### config.mk
export PLATFORM = sky130hd
export DESIGN_NAME = icache_lookup_ctrl
export DESIGN_NICKNAME = d
export VERILOG_FILES = /design/src/rtl/icache_pkg.sv /design/src/rtl/icache_valid_array.sv /design/src/rtl/icache_lookup_ctrl.sv
export SDC_FILE = /design/constraint.sdc
export NUM_CORES = 1
export LEC_CHECK = 0
export ABC_AREA = 0
export CORE_ASPECT_RATIO = 2
export CORE_UTILIZATION = 55
export DETAILED_ROUTE_END_ITERATION = 8
export PLACE_DENSITY = 0.86
export SYNTH_ARGS = -nofsm -noshare
export SYNTH_HDL_FRONTEND = slang
export SYNTH_HIERARCHICAL = 1
export SYNTH_SLANG_ARGS = --single-unit
### constraint.sdc
create_clock -name clk -period 6.9 [get_ports clk]
set_input_delay 1.38 -clock clk [delete_from_list [all_inputs] [get_ports clk]]
set_output_delay 1.38 -clock clk [all_outputs]
set_load 0.01 [all_outputs]
### src/rtl/icache_pkg.sv
// Shared types, geometry and address-slicing helpers for the instruction-cache
// lookup/refill controller.
package icache_pkg;

  localparam int ADDR_W   = 18;
  localparam int TAG_W    = 7;
  localparam int IDX_W    = 7;
  localparam int SETS     = 1 << IDX_W;
  localparam int WORDS    = 4;
  localparam int DATA_W   = 32;
  localparam int THREAD_W = 2;
  localparam int OFF_W    = ADDR_W - TAG_W - IDX_W;
  localparam int BEAT_W   = $clog2(WORDS);

  typedef enum logic [2:0] {
    S_IDLE    = 3'd0,
    S_COMPARE = 3'd1,
    S_MEM_REQ = 3'd2,
    S_REFILL  = 3'd3,
    S_UPDATE  = 3'd4,
    S_RESP    = 3'd5
  } state_t;

  typedef struct packed {
    logic [ADDR_W-1:0]   addr;
    logic [THREAD_W-1:0] thread;
  } fetch_req_t;

  function automatic logic [TAG_W-1:0] get_tag(input logic [ADDR_W-1:0] addr);
    return addr[ADDR_W-1 -: TAG_W];
  endfunction

  function automatic logic [IDX_W-1:0] get_idx(input logic [ADDR_W-1:0] addr);
    return addr[OFF_W +: IDX_W];
  endfunction

  function automatic logic [ADDR_W-1:0] line_addr(input logic [ADDR_W-1:0] addr);
    return {addr[ADDR_W-1:OFF_W], {OFF_W{1'b0}}};
  endfunction

endpackage

### src/rtl/icache_valid_array.sv
// Per-set valid flops: async reset, synchronous clear-all, single-set write,
// combinational single-set read.
module icache_valid_array
  import icache_pkg::*;
(
  input  logic             clk,
  input  logic             nReset,
  input  logic             clear_all,
  input  logic             set_en,
  input  logic [IDX_W-1:0] set_idx,
  input  logic [IDX_W-1:0] rd_idx,
  output logic             rd_valid
);

  logic [SETS-1:0] valid_q;

  for (genvar s = 0; s < SETS; s++) begin : g_set
    always_ff @(posedge clk or negedge nReset) begin
      if (!nReset)                                   valid_q[s] <= 1'b0;
      else if (clear_all)                            valid_q[s] <= 1'b0;
      else if (set_en && (set_idx == IDX_W'(s)))     valid_q[s] <= 1'b1;
    end
  end

  assign rd_valid = valid_q[rd_idx];

endmodule

### src/rtl/icache_lookup_ctrl.sv
// Instruction-cache lookup and line-refill controller in front of the tag
// memory; one request outstanding except for the hit/accept overlap.
module icache_lookup_ctrl
  import icache_pkg::*;
(
  input  logic                  clk,
  input  logic                  nReset,
  input  logic                  req_valid,
  input  logic [ADDR_W-1:0]     req_addr,
  input  logic [THREAD_W-1:0]   req_thread,
  output logic                  req_ready,
  output logic                  tag_rd_en,
  output logic [IDX_W-1:0]      tag_rd_index,
  input  logic [TAG_W-1:0]      tag_cmp,
  output logic                  tag_wr_en,
  output logic [IDX_W-1:0]      tag_wr_index,
  output logic [TAG_W-1:0]      tag_wr_tag,
  output logic                  mem_req_valid,
  output logic [ADDR_W-1:0]     mem_req_addr,
  input  logic                  mem_req_ready,
  input  logic                  mem_rsp_valid,
  input  logic [DATA_W-1:0]     mem_rsp_data,
  output logic                  data_wr_en,
  output logic [IDX_W+BEAT_W-1:0] data_wr_index,
  output logic [DATA_W-1:0]     data_wr_data,
  input  logic                  flush,
  output logic                  resp_valid,
  output logic                  resp_hit,
  output logic [ADDR_W-1:0]     resp_addr,
  output logic [THREAD_W-1:0]   resp_thread
);

  state_t              state_q, state_d;
  fetch_req_t          req_q;
  logic [BEAT_W-1:0]   beat_q;
  logic                flush_pending_q;

  logic                rd_valid, hit, accept, flush_now, line_done;
  logic [TAG_W-1:0]    reg_tag;
  logic [IDX_W-1:0]    reg_idx;

  assign reg_tag   = get_tag(req_q.addr);
  assign reg_idx   = get_idx(req_q.addr);
  assign hit       = (state_q == S_COMPARE) && rd_valid && (tag_cmp == reg_tag);
  // The flush cycle is an IDLE cycle that accepts nothing, so the clear never
  // races a lookup of the set it is invalidating.
  assign flush_now = (state_q == S_IDLE) && flush_pending_q;
  assign req_ready = !flush_pending_q && ((state_q == S_IDLE) || hit);
  assign accept    = req_valid && req_ready;
  assign line_done = (state_q == S_REFILL) && mem_rsp_valid &&
                     (beat_q == BEAT_W'(WORDS-1));

  icache_valid_array u_valid (
    .clk       (clk),
    .nReset    (nReset),
    .clear_all (flush_now),
    .set_en    (state_q == S_UPDATE),
    .set_idx   (reg_idx),
    .rd_idx    (reg_idx),
    .rd_valid  (rd_valid)
  );

  always_comb begin
    state_d = state_q;
    unique case (state_q)
      S_IDLE:    if (accept) state_d = S_COMPARE;
      S_COMPARE: if (!hit) state_d = S_MEM_REQ;
                 else if (!accept) state_d = S_IDLE;
      S_MEM_REQ: if (mem_req_ready) state_d = S_REFILL;
      S_REFILL:  if (line_done) state_d = S_UPDATE;
      S_UPDATE:  state_d = S_RESP;
      S_RESP:    state_d = S_IDLE;
      default:   state_d = S_IDLE;
    endcase
  end

  always_ff @(posedge clk or negedge nReset) begin
    if (!nReset) begin
      state_q         <= S_IDLE;
      req_q           <= '0;
      beat_q          <= '0;
      flush_pending_q <= 1'b0;
    end else begin
      state_q <= state_d;
      if (accept) req_q <= '{addr: req_addr, thread: req_thread};
      if (state_q == S_MEM_REQ)                        beat_q <= '0;
      else if ((state_q == S_REFILL) && mem_rsp_valid) beat_q <= beat_q + 1'b1;
      // A pulse landing in the flush cycle itself re-arms the flush.
      if (flush)          flush_pending_q <= 1'b1;
      else if (flush_now) flush_pending_q <= 1'b0;
    end
  end

  // Tag read is issued in the accept cycle; nothing reads in UPDATE, so a
  // follow-on request to the same set sees the freshly written tag.
  assign tag_rd_en     = accept;
  assign tag_rd_index  = accept ? get_idx(req_addr) : '0;

  assign tag_wr_en     = (state_q == S_UPDATE);
  assign tag_wr_index  = tag_wr_en ? reg_idx : '0;
  assign tag_wr_tag    = tag_wr_en ? reg_tag : '0;

  assign mem_req_valid = (state_q == S_MEM_REQ);
  assign mem_req_addr  = mem_req_valid ? line_addr(req_q.addr) : '0;

  assign data_wr_en    = (state_q == S_REFILL) && mem_rsp_valid;
  assign data_wr_index = data_wr_en ? {reg_idx, beat_q} : '0;
  assign data_wr_data  = data_wr_en ? mem_rsp_data : '0;

  assign resp_valid    = hit || (state_q == S_RESP);
  assign resp_hit      = hit;
  assign resp_addr     = resp_valid ? req_q.addr : '0;
  assign resp_thread   = resp_valid ? req_q.thread : '0;

endmodule

==> results.sh <==
export IMPL_detail_route_wl_per_cell_um=21.1
export IMPL_place_ws_ns=1.37
export IMPL_path_max_fanout=26
export IMPL_rsz0062_at_grt="no"
export IMPL_die_w_um=86.0
export IMPL_n_antenna_cell=0
export IMPL_yosysTopAreaCellShare_pct=49.6
export IMPL_ys_seq_elements=154
export IMPL_initial_core_util_pct=56.2
export IMPL_nFillCells=940
export IMPL_worst_slack_ns=0.959
export IMPL_cp_start_kind="flip-flop"
export IMPL_layout_drive_gt1_share_pct=11.9
export IMPL_cp_required_ns=5.52
export IMPL_synth_cell_types=50
export IMPL_synthTopCellsByArea="dfrtp_1 50%, a21oi_1 8.1%, nor2_1 7.8%, mux4_2 7.5%, and2_1 6.9%"
export IMPL_grt_overflow=0
export IMPL_totalWireLength_mm=23.1
export IMPL_cts_root_buf="clkbuf_16"
export IMPL_tritoncts="done"
export IMPL_hold_class="flip-flop to flip-flop"
export IMPL_status="finished, final reports clean"
export IMPL_die_h_um=170
export IMPL_worstSetupPathType="flip-flop to output pin"
export IMPL_grt_antenna_before_repair=0
export IMPL_totalPowerFinal_mw=3.06
export IMPL_core_mm2=0.0138
export IMPL_post_route_min_period_ns=5.94
export IMPL_numCtsBuffers=17
export IMPL_nets=955
export IMPL_drv_cap=0
export IMPL_fin_worst_skew_ns=0.00727
export IMPL_fp_dieArea_mm2=0.0146
export IMPL_synthFlopType="dfrtp_1"
export IMPL_final_util_pct=73.1
export IMPL_syn_avg_cell_area_um2=10.4
export IMPL_clk_pin_slew_ns=0.06
export IMPL_drc=0
export IMPL_p_per_area_mw_per_mm2=303
export IMPL_grt_max_degree=102
export IMPL_post_cts_buffers=0
export IMPL_fmax_mhz=168
export IMPL_portBuffers=167
export IMPL_drv_slew=0
export IMPL_dr_total_vias=6629
export IMPL_yosysTopAreaCell="dfrtp_1"
export IMPL_synth_edf_count=0
export IMPL_finalSetupViolations=0
export IMPL_hold_depth=2
export IMPL_drt_iter0_markers=742
export IMPL_fin_cells=1091
export IMPL_area_delta_synth_final_pct=29.9
export IMPL_ys_async_sr_fraction_pct=100
export IMPL_cts_max_level=4
export IMPL_fin_setup_tns_ns=0
export IMPL_hpwl_mm=15.5
export IMPL_drt_vias_per_instance=6.08
export IMPL_grt_pass1_vias=6521
export IMPL_layout_common_cells="166 x clkdlybuf4s50_1, 161 x nor2_1, 153 x dfrtp_1"
export IMPL_irDropWorstVdd_uv=183
export IMPL_cp_arrival_ns=4.56
export IMPL_pin_count=172
export IMPL_ctsHoldBuffers=0
export IMPL_r2r_cells=10
export IMPL_yosys_warnings=6
export IMPL_rows=61
export IMPL_antenna_violating_nets_post_route=0
export IMPL_p_leak_nw=4.56
export IMPL_cts_resized=0
export IMPL_drt_first_pass_iters=8
export IMPL_placed_cells=1059
export IMPL_tightest_slew_ns=1.19
export IMPL_netlist_area_mm2=0.00777
export IMPL_ys_seq_area_share_pct=49.6
export IMPL_cts_buffer_depth=2
export IMPL_grt_pass1_wl_mm=34.8
export IMPL_slew_limit_headroom_pct=20.1
export IMPL_final_common_cell="clkdlybuf4s50_1"
export IMPL_synthCells=747
export IMPL_cts_sinks=154
export IMPL_grt_usage_pct=32.3
export IMPL_clk_latency_ns=0.42
export IMPL_period_share_pct=86.1
export IMPL_end_kind="output pin"
export IMPL_finalHoldViolCount=0
export IMPL_gp_congestion=0.874
cell type report:
| cell class | instances | area [um2] | area share (%) |
|---|---|---|---|
| clock inverters | 12 | 148 | 1.46 |
| inverters | 2 | 7.51 | 0.0744 |
| multi-input cells | 536 | 3640 | 36.0 |
| flip-flops and latches | 154 | 3850 | 38.2 |
| repair buffers | 178 | 1760 | 17.4 |
| well taps | 189 | 236 | 2.34 |
| clock buffers | 20 | 457 | 4.52 |
per-layer routing:
layer	GRT usage, %	wire length [um]	part of all wire [%]
met5	0	0	0
met4	20.5	1550	6.7
met3	7.37	2030	8.8
met2	56.7	12000	52
met1	34.3	7430	32
sequential cells by signal (all words and copies together), names as in the netlist:
signal / count
state_q: 3
reg_tag: 7
reg_idx: 7
beat_q: 2
req_q: 6
flush_pending_q: 1
u_valid/valid_q: 128
synth_stat cells, types with 3 or more instances:
library cell,n
and3b_1,4
xnor2_1,8
nand2b_1,4
and3_1,5
nor4_1,4
mux4_2,26
nand3_1,6
nor3_1,4
mux2_4,19
dfrtp_1,154
and3_2,7
buf_4,5
nor2_1,161
clkbuf_1,40
nand2_1,8
and2_2,3
mux2i_1,10
buf_2,8
and2_1,86
a21oi_1,125
a31oi_1,5
mux4_1,7
nor2b_1,6
nor3b_1,4
nand4_1,4
nand3b_1,4
cells by family after synthesis:
logic type               after synthesis  synth area share, %
AO/OA/AOI/OAI                        140                 9.55
multiplexers                          63                 15.0
adder cells (fa/ha/maj)                1                0.161
other                                  1               0.0483
AND/OR/NAND/NOR                      320                 20.9
flip-flops                           154                 49.6
buffers and inverters                 60                 3.80
XOR/XNOR                               8                0.902
critical path, cell delays in order, from the launching register on:
cell	delay [ns]
dfrtp_1	1.08
buf_4	0.37
mux4_2	0.32
mux4_2	0.47
and3b_1	0.19
a31oi_1	0.13
nand4_1	0.14
nand4_1	0.11
nor2_1	0.06
o211a_1	0.45
and2_2	0.32
clkdlybuf4s50_1	0.47
path summary, 6_finish.rpt:
check	endpoint	slack, ns	startpoint
hold reg to reg	u_valid/valid_q[54]	0.49	u_valid/valid_q[54]
setup reg to reg	req_q[0]	2.99	reg_idx[1]
hold / removal	u_valid/valid_q[54]	0.49	u_valid/valid_q[54]
min in group asynchronous	reg_tag[3]	1.06	nReset
max in group asynchronous	u_valid/valid_q[90]	4.59	nReset
setup / recovery	resp_addr[17]	0.96	reg_idx[2]
stage by stage:
| step | hold slack, ns | cell area [um2] |
|---|---|---|
| CTS | 0.490 | 10100 |
| finish | 0.488 | 10100 |
| global placement | 0.470 | 9490 |
| detailed placement | 0.475 | 9490 |
| global route | 0.509 | 10100 |
| floorplan | 0.454 | 7780 |
power by group:
part | switching, mW | internal [mW] | total [mW]
clock | 0.369 | 0.585 | 0.955
combinational | 0.518 | 0.431 | 0.949
sequential | 0.187 | 0.972 | 1.16
Note: power is estimated with default switching activity, not from simulation.
